### src/rtl/edge_det_pkg.sv
// Shared types and sizing helpers for the edge-detector scan path.
package edge_det_pkg;

  typedef enum logic [2:0] {
    IDLE,
    READ,
    PRESENT,
    WAIT_RES,
    WRITE,
    DONE
  } scan_state_t;

  // Bits needed to address 0 .. max(wd, ht)-1; never less than one bit.
  function automatic int coord_bits_for(input int wd, input int ht);
    int max_dim;
    max_dim = (wd > ht) ? wd : ht;
    return (max_dim <= 2) ? 1 : $clog2(max_dim);
  endfunction

  // Width of a flattened WIN_HT x WIN_WD window of PXL_BITS pixels.
  function automatic int win_flat_bits(input int win_ht, input int win_wd, input int pxl_bits);
    return win_ht * win_wd * pxl_bits;
  endfunction

endpackage

### src/rtl/raster_coord_ctr.sv
// Raster-order (x, y) walker. Holds at the last coordinate of the frame.
module raster_coord_ctr #(
  parameter int IMG_WD     = 4,
  parameter int IMG_HT     = 3,
  parameter int COORD_BITS = 2
) (
  input  logic                  clk,
  input  logic                  rst,
  input  logic                  clr,
  input  logic                  adv,
  output logic [COORD_BITS-1:0] cur_x,
  output logic [COORD_BITS-1:0] cur_y,
  output logic                  is_last
);

  localparam logic [COORD_BITS-1:0] LAST_X = COORD_BITS'(IMG_WD - 1);
  localparam logic [COORD_BITS-1:0] LAST_Y = COORD_BITS'(IMG_HT - 1);

  assign is_last = (cur_x == LAST_X) && (cur_y == LAST_Y);

  // Clear to origin, or step one pixel in raster order unless already at the end.
  always_ff @(posedge clk or posedge rst) begin
    if (rst) begin
      cur_x <= '0;
      cur_y <= '0;
    end else if (clr) begin
      cur_x <= '0;
      cur_y <= '0;
    end else if (adv && !is_last) begin
      if (cur_x < LAST_X) begin
        cur_x <= cur_x + 1'b1;
      end else begin
        cur_x <= '0;
        cur_y <= cur_y + 1'b1;
      end
    end
  end

endmodule

### src/rtl/frame_scan_ctrl.sv
// Raster-scan sequencer: read window, hand to kernel, write result back.
//
// state    | meaning
// ---------+--------------------------------------------------
// IDLE     | waiting for start
// READ     | source window read at cur_x/cur_y, captured at edge
// PRESENT  | window offered to kernel until win_rdy
// WAIT_RES | waiting for kernel result, captured on res_vld
// WRITE    | result written at cur_x/cur_y, coordinates advance
// DONE     | one-cycle done pulse after the last write
module frame_scan_ctrl
  import edge_det_pkg::*;
#(
  parameter int IMG_WD     = 4,
  parameter int IMG_HT     = 3,
  parameter int COORD_BITS = coord_bits_for(IMG_WD, IMG_HT),
  parameter int WIN_WD     = 3,
  parameter int WIN_HT     = 3,
  parameter int PXL_BITS   = 12
) (
  input  logic                                    clk,
  input  logic                                    rst,
  input  logic                                    start,
  input  logic                                    abort,
  output logic                                    busy,
  output logic                                    done,
  output logic                                    fb_rd_en,
  output logic [COORD_BITS-1:0]                   fb_rd_x,
  output logic [COORD_BITS-1:0]                   fb_rd_y,
  input  logic [win_flat_bits(WIN_HT, WIN_WD, PXL_BITS)-1:0] fb_rd_data_flat,
  output logic                                    win_vld,
  input  logic                                    win_rdy,
  output logic [win_flat_bits(WIN_HT, WIN_WD, PXL_BITS)-1:0] win_data_flat,
  input  logic                                    res_vld,
  output logic                                    res_rdy,
  input  logic signed [PXL_BITS-1:0]              res_data,
  output logic                                    fb_wr_en,
  output logic [COORD_BITS-1:0]                   fb_wr_x,
  output logic [COORD_BITS-1:0]                   fb_wr_y,
  output logic signed [PXL_BITS-1:0]              fb_wr_data
);

  scan_state_t state, state_nxt;
  logic                  coord_clr;
  logic                  coord_adv;
  logic                  is_last;
  logic [COORD_BITS-1:0] cur_x;
  logic [COORD_BITS-1:0] cur_y;

  raster_coord_ctr #(
    .IMG_WD     (IMG_WD),
    .IMG_HT     (IMG_HT),
    .COORD_BITS (COORD_BITS)
  ) u_coord (
    .clk     (clk),
    .rst     (rst),
    .clr     (coord_clr),
    .adv     (coord_adv),
    .cur_x   (cur_x),
    .cur_y   (cur_y),
    .is_last (is_last)
  );

  // State register.
  always_ff @(posedge clk or posedge rst) begin
    if (rst) state <= IDLE;
    else     state <= state_nxt;
  end

  // Next-state decode; abort from any active state returns to IDLE.
  always_comb begin
    state_nxt = state;
    coord_clr = 1'b0;
    coord_adv = 1'b0;
    case (state)
      IDLE: begin
        if (start && !abort) begin
          state_nxt = READ;
          coord_clr = 1'b1;
        end
      end
      READ:     state_nxt = abort ? IDLE : PRESENT;
      PRESENT: begin
        if (abort)        state_nxt = IDLE;
        else if (win_rdy) state_nxt = WAIT_RES;
      end
      WAIT_RES: begin
        if (abort)        state_nxt = IDLE;
        else if (res_vld) state_nxt = WRITE;
      end
      WRITE: begin
        if (abort) begin
          state_nxt = IDLE;
        end else begin
          coord_adv = 1'b1;
          state_nxt = is_last ? DONE : READ;
        end
      end
      DONE:     state_nxt = IDLE;
      default:  state_nxt = IDLE;
    endcase
  end

  assign busy     = (state != IDLE);
  assign done     = (state == DONE);
  assign fb_rd_en = (state == READ);
  assign win_vld  = (state == PRESENT);
  assign res_rdy  = (state == WAIT_RES);
  assign fb_wr_en = (state == WRITE);
  assign fb_rd_x  = fb_rd_en ? cur_x : '0;
  assign fb_rd_y  = fb_rd_en ? cur_y : '0;
  assign fb_wr_x  = fb_wr_en ? cur_x : '0;
  assign fb_wr_y  = fb_wr_en ? cur_y : '0;

  // Capture the source window in READ and the kernel result on its handshake.
  always_ff @(posedge clk or posedge rst) begin
    if (rst) begin
      win_data_flat <= '0;
      fb_wr_data    <= '0;
    end else begin
      if (state == READ) win_data_flat <= fb_rd_data_flat;
      if ((state == WAIT_RES) && res_vld && !abort) fb_wr_data <= res_data;
    end
  end

endmodule

### config.mk
export PLATFORM = sky130hd
export DESIGN_NAME = frame_scan_ctrl
export DESIGN_NICKNAME = d
export VERILOG_FILES = /design/src/rtl/edge_det_pkg.sv /design/src/rtl/raster_coord_ctr.sv /design/src/rtl/frame_scan_ctrl.sv
export SDC_FILE = /design/constraint.sdc
export NUM_CORES = 1
export LEC_CHECK = 0
export CORE_MARGIN = 2
export CORE_UTILIZATION = 40
export CTS_CLUSTER_DIAMETER = 120
export DETAILED_ROUTE_END_ITERATION = 16
export PLACE_DENSITY = 0.81
export SYNTH_ARGS = -nofsm -noshare
export SYNTH_HDL_FRONTEND = slang
export SYNTH_SLANG_ARGS = --single-unit
### constraint.sdc
create_clock -name clk -period 5.4 [get_ports clk]
set_input_delay 1.08 -clock clk [delete_from_list [all_inputs] [get_ports clk]]
set_output_delay 1.08 -clock clk [all_outputs]
set_load 0.02 [all_outputs]
==> results_dict.tcl, run 1 <==
set metrics [dict create \
    outcome "finished clean" \
    avgSynthCellArea_um2 16.1 \
    slowest_stage "clkdlybuf4s50_1" \
    fmaxAchievable_mhz 270 \
    htree_levels 4 \
    p_clk_frac 0.277 \
    slowest_delay_ps 600 \
    die_w_um 116 \
    layoutNonFillerInstCount 763 \
    vias_per_cell 4.76 \
    yosys_warnings 0 \
    p_sw_mw 1.20 \
    ant_nets 0 \
    min_path_type "flip-flop to flip-flop" \
    finalSetupTns_ps 0 \
    ys_top_cells_by_area "dfrtp_1 (63%), mux2_2 (25%), buf_6 (2.2%)" \
    finalCritPeriodShare 0.685 \
    ir_worst_vdd_uv 270 \
    synthDistinctLibCells 31 \
    switching_share 0.301 \
    crit_family "buffers and inverters" \
    grt_pass1_vias 3785 \
    fin_util 0.666 \
    hold_viol 0 \
    globalRouteTotalUtil 0.186 \
    cts_num_sinks 127 \
    ys_ff_latch 127 \
    yosysTopAreaCell "dfrtp_1" \
    antenna_found_initial 0 \
    syn_to_final_growth_pct 64.7 \
    fin_ws_ps 1700 \
    ff_latch_area_um2 3180 \
    rsz0062_at_grt "false" \
    p_int_mw 2.78 \
    synth-main-ff-cell "dfrtp_1" \
    overflow 0 \
    multi_input_area_um2 1700 \
    core.rowCount 41 \
    max-slew-margin-rel 0.377 \
    syn_nets 442 \
    min_period_ps 3700 \
    drt_iter0_markers 184 \
    arrival_ps 2620 \
    place_congestion 0.796 \
    fill_cells 901 \
    wl_per_cell_um 16.7 \
    cap_viol_max_count 0 \
    die_height_um 116 \
    start_kind "flip-flop" \
    cts_root_buf "clkbuf_16" \
    grt_pass1_wl_um 18900 \
    firstDrtPassIters 4 \
    worstPathRequired_ps 4320 \
    synth_edf_count 0 \
    synth_top_area_share 0.630 \
    port_buffers 259 \
    vias 3631 \
    path_buf_inv 2 \
    cp_max_fo 58 \
    holdBufCountCts 0 \
    power_density_nw_per_um2 479 \
    cts_tree "built" \
    antenna_cells 0 \
    p_leak_nw 3.42 \
    die-area_um2 13500 \
    cts_resized 0 \
    placed_cells 732 \
    post-route-drc-count 0 \
    drive_gt1_frac 0.257 \
    worst_pin_slew_ps 929 \
    grt_max_degree 67 \
    clk_pin_slew_worst_paths_ps 50 \
    cts_buffers 17 \
    final_nets 707 \
    dpl_worst_slack_ps 2090 \
    initial_core_util 0.404 \
    core_um2 12500 \
    post-synth-top-count-cell "dfrtp_1" \
    synth_common_cells "dfrtp_1 (127), mux2_2 (112), buf_6 (10)" \
    path_cells "nand2b_4, nor2_4, buf_4, and2_1, clkdlybuf4s50_1" \
    clockBufferDepth 2 \
    async_flop_share 1.00 \
    ys_seq_area_frac 0.630 \
    cp-end-kind "output port" \
    drv_slew 0 \
    insertion_delay_ps 400 \
    crit_type "flip-flop to output port" \
    io_pins 260 \
    syn_area_um2 5040 \
    dpl.hpwl_um 9550 \
    skew_ps 8.96 \
    finalSetupViolations 0 \
    synthCells 314 \
    drt-total-wl_um 12800 \
    seqPwrFrac 0.352 \
    combinationalPowerShare 0.371 \
    post_cts_buffers 0 \
]
[power by group through the flow]
stage | clock network, mW | logic (mW) | registers [mW]
after floorplan | 0 | 0.347 | 1.77
after global placement | 0 | 1.47 | 1.40
after detailed placement | 0 | 1.49 | 1.42
after CTS | 1.13 | 1.50 | 1.41
after global routing | 1.18 | 1.55 | 1.44
final | 1.10 | 1.48 | 1.40
[logic make-up after synthesis]
family	count (synthesis)	synth area share
AOI/OAI and AO/OA	12	0.0184
adders and majority gates	2	0.00496
buffers and inverters	19	0.0323
DFF	127	0.630
muxes	121	0.270
and+or+nand+nor	33	0.0442
[metal layers]
metal	vias to the layer above	global-route usage	part of all wire
li1	1640	-	-
met1	1788	0.202	0.37
met2	170	0.315	0.51
met3	33	0.0768	0.091
met4	0	0.0921	0.031
met5	-	0	0
[worst reg2reg max path, delay by kind of cell (launching register included)]
kind	cells	cell delay, ps
DFF	1	630
muxes	1	430
and+or+nand+nor	2	900
[flip-flops by register name, indices dropped and copies added, names as in the netlist]
signal,count
fb_wr_data,12
win_data_flat,108
u_coord.cur_x,2
state,3
u_coord.cur_y,2
[placed cells by master, fill, tap and decap left out]
| cell type | synthesis | final |
|---|---|---|
| a21bo_2 | 2 | 2 |
| a21o_1 | 1 | 1 |
| a21oi_1 | 3 | 3 |
| a21oi_2 | 1 | 1 |
| a22o_1 | 1 | 1 |
| a311oi_1 | 2 | 2 |
| a32oi_1 | 1 | 1 |
| and2_1 | 8 | 8 |
| and3b_1 | 1 | 1 |
| buf_4 | 3 | 4 |
| bufinv_16 | 0 | 2 |
| clkbuf_1 | 0 | 5 |
| clkbuf_16 | 0 | 17 |
| clkbuf_8 | 0 | 4 |
| clkdlybuf4s50_1 | 0 | 259 |
| clkinv_2 | 0 | 2 |
| clkinv_4 | 0 | 1 |
| dfrtp_1 | 127 | 127 |
| ha_1 | 2 | 2 |
| inv_1 | 2 | 1 |
| inv_4 | 0 | 1 |
| mux2_1 | 8 | 8 |
| mux2_2 | 112 | 112 |
| mux2i_1 | 1 | 1 |
| nand2_1 | 5 | 5 |
| nand2b_1 | 1 | 1 |
| nand2b_4 | 1 | 1 |
| nand3_1 | 2 | 2 |
| nor2_1 | 6 | 6 |
| nor2_4 | 1 | 1 |
| nor2b_1 | 1 | 1 |
| nor3_1 | 2 | 2 |
| nor3_2 | 1 | 1 |
| nor3b_2 | 2 | 2 |
| nor4b_4 | 1 | 1 |
| o22ai_1 | 1 | 1 |
| or3_1 | 1 | 1 |
[worst paths after layout]
check / startpoint / end / slack, ps / cells after the start
max: state[0] / fb_rd_y[1] / 1700 / 5
max in group asynchronous: rst / win_data_flat[95] / 3080 / 3
min in group asynchronous: rst / win_data_flat[9] / 1190 / 2
min: win_data_flat[72] / win_data_flat[72] / 480 / 1
max reg2reg: state[1] / fb_wr_data[11] / 3330 / 3
min reg2reg: win_data_flat[72] / win_data_flat[72] / 480 / 1
[stage by stage]
| stage | hold WS [ps] | cell area, um^2 | total power, mW |
|---|---|---|---|
| after floorplan | 528 | 5040 | 2.12 |
| after global placement | 470 | 7730 | 2.87 |
| after detailed placement | 475 | 7730 | 2.91 |
| after CTS | 487 | 8310 | 4.03 |
| after global routing | 499 | 8310 | 4.17 |
| final | 483 | 8310 | 3.98 |
[final cells by class]
cell class,count,share of cell area
Clock inverter,5,0.00949
Sequential cell,127,0.383
Inverter,2,0.00121
Multi-Input combinational cell,168,0.205
Timing Repair Buffer,263,0.316
Tap cell,172,0.0259
Clock buffer,26,0.0601
Power figures use the tool's default switching activity.
==> run 2: changes to the inputs <==
Settings changed: CORE_UTILIZATION 40 to 36, PLACE_DENSITY 0.81 to 0.77.
Clock period 5.4 ns to 3.4 ns, I/O delays scaled along.
==> run 2 against run 1 <==
Design area rose by 1.7%. Critical path depth fell by 2. Critical path type unchanged. Count of clock-buffer cells in the layout fell by 4. Wire length fell by 0.82%. Sequential cell count did not move. Sequential share of layout area fell by 0.65 points. Largest power group unchanged. Cell count rose by 1.3%. Core utilization fell by 5.3 points. Non-clock buffer count rose by 1. Sequential power rose by 59%. Combinational power rose by 58%.
==> results_dict.tcl, run 2 (synthesized netlist as in run 1, its figures left out) <==
set metrics [dict create \
    finalSetupTns_ps 0 \
    drive_gt1_frac 0.265 \
    arrival_ps 2160 \
    overflow 0 \
    vias_per_cell 4.65 \
    antenna_found_initial 0 \
    drt_iter0_markers 147 \
    die-area_um2 15000 \
    cts_root_buf "clkbuf_16" \
    cap_viol_max_count 0 \
    layoutNonFillerInstCount 773 \
    dpl.hpwl_um 9300 \
    initial_core_util 0.366 \
    finalSetupViolations 0 \
    power_density_nw_per_um2 796 \
    clk_pin_slew_worst_paths_ps 60 \
    cts_num_sinks 127 \
    ant_nets 0 \
    path_cells "nor3b_2, and2_1, clkdlybuf4s50_1" \
    fill_cells 1090 \
    outcome "finished clean" \
    p_sw_mw 1.95 \
    post-route-drc-count 0 \
    start_kind "flip-flop" \
    holdBufCountCts 0 \
    grt_pass1_vias 3870 \
    globalRouteTotalUtil 0.171 \
    wl_per_cell_um 16.4 \
    post_cts_buffers 0 \
    insertion_delay_ps 410 \
    place_congestion 0.790 \
    cp_max_fo 13 \
    top_regs "win_data_flat x108, fb_wr_data x12, state x3" \
    holdWs_ps 481 \
    core.rowCount 43 \
    stdcell_area_um2 8450 \
    htree_levels 4 \
    p_leak_nw 3.48 \
    cp-end-kind "output port" \
    layout_common_cells "clkdlybuf4s50_1 (259), dfrtp_1 (127), mux2_2 (112)" \
    seqPwrFrac 0.331 \
    syn_to_final_growth_pct 67.6 \
    ff_latch_area_um2 3180 \
    fmaxAchievable_mhz 352 \
    worstPathRequired_ps 2720 \
    place_area_um2 7750 \
    max-slew-margin-rel 0.464 \
    die_height_um 122 \
    placed_cells 741 \
    die_w_um 122 \
    io_pins 260 \
    min_path_type "flip-flop to flip-flop" \
    cts_resized 0 \
    min_period_ps 2840 \
    switching_share 0.290 \
    multi_input_area_um2 1700 \
    vias 3597 \
    grt_pass1_wl_um 19500 \
    crit_type "flip-flop to output port" \
    firstDrtPassIters 4 \
    slowest_stage "clkdlybuf4s50_1" \
    regMostFlops "win_data_flat" \
    mostFrequentLayoutCell "clkdlybuf4s50_1" \
    skew_ps 10.1 \
    cts_tree "built" \
    final_nets 708 \
    antenna_cells 0 \
    combinationalPowerShare 0.348 \
    slowest_delay_ps 610 \
    clockBufferDepth 2 \
    rsz0062_at_grt "false" \
    worst_pin_slew_ps 804 \
    drt-total-wl_um 12600 \
    ir_worst_vdd_uv 373 \
    p_int_mw 4.77 \
    hold_viol 0 \
    finalCritPeriodShare 0.835 \
    port_buffers 259 \
    largest_register_ffs 108 \
    grt_max_degree 65 \
    core_um2 13800 \
    cts_buffers 17 \
    drv_slew 0 \
    p_clk_frac 0.321 \
]
-- run 2: changes by cell type in the layout (fill, tap and decap cells not counted) --
cell        previous run  this run
clkinv_4               1         0
bufinv_16              2         7
clkinvlp_4             0         1
inv_4                  1         0
clkbuf_8               4         3
inv_6                  0         1
clkbuf_1               5         2
buf_4                  4         5
-- run 2: through the flow --
stage / power (mW) / util / setup WS [ps]
global route: 7.03 / 0.613 / 462
global placement: 4.55 / 0.562 / 1110
CTS: 6.80 / 0.613 / 564
detailed placement: 4.62 / 0.562 / 1020
floorplan: 3.37 / - / 1150
finish: 6.72 / 0.613 / 561
-- run 2: power groups by stage --
stage                     Sequential [mW]  Clock [mW]  Combinational (mW)
after floorplan                      2.82           0               0.551
after global placement               2.22           0                2.33
after detailed placement             2.26           0                2.36
after CTS                            2.23        2.20                2.37
after global routing                 2.29        2.28                2.46
final                                2.23        2.16                2.34
-- run 2: critical path, delay by kind of cell (launching register included) --
kind                   cells  cell delay [ps]
DFF                        1              540
buffers and inverters      1              610
and+or+nand+nor            2              580
-- run 2: layout make-up --
class | instances | area share
flip-flops and latches | 127 | 0.376
repair buffers | 264 | 0.311
clock buffers | 22 | 0.0561
well taps | 180 | 0.0267
inverters | 2 | 0.00133
clock inverters | 10 | 0.0271
multi-input cells | 168 | 0.201
-- run 2: metal layers --
layer	wire [um]	part of all wire	GRT usage
met1	4800	0.38	0.182
met2	6490	0.51	0.301
met3	1110	0.088	0.0651
met4	255	0.020	0.0711
met5	0	0	0
-- run 2: final timing paths --
check                                 start                 end  slack (ps)  depth (start not counted)
max                                state[1]          fb_wr_x[0]         560                          3
max in group asynchronous               rst   win_data_flat[97]        1980                          3
max reg2reg                        state[0]   win_data_flat[28]        1340                          4
min reg2reg                win_data_flat[2]    win_data_flat[2]         480                          1
min                        win_data_flat[2]    win_data_flat[2]         480                          1
min in group asynchronous               rst  win_data_flat[106]         880                          3
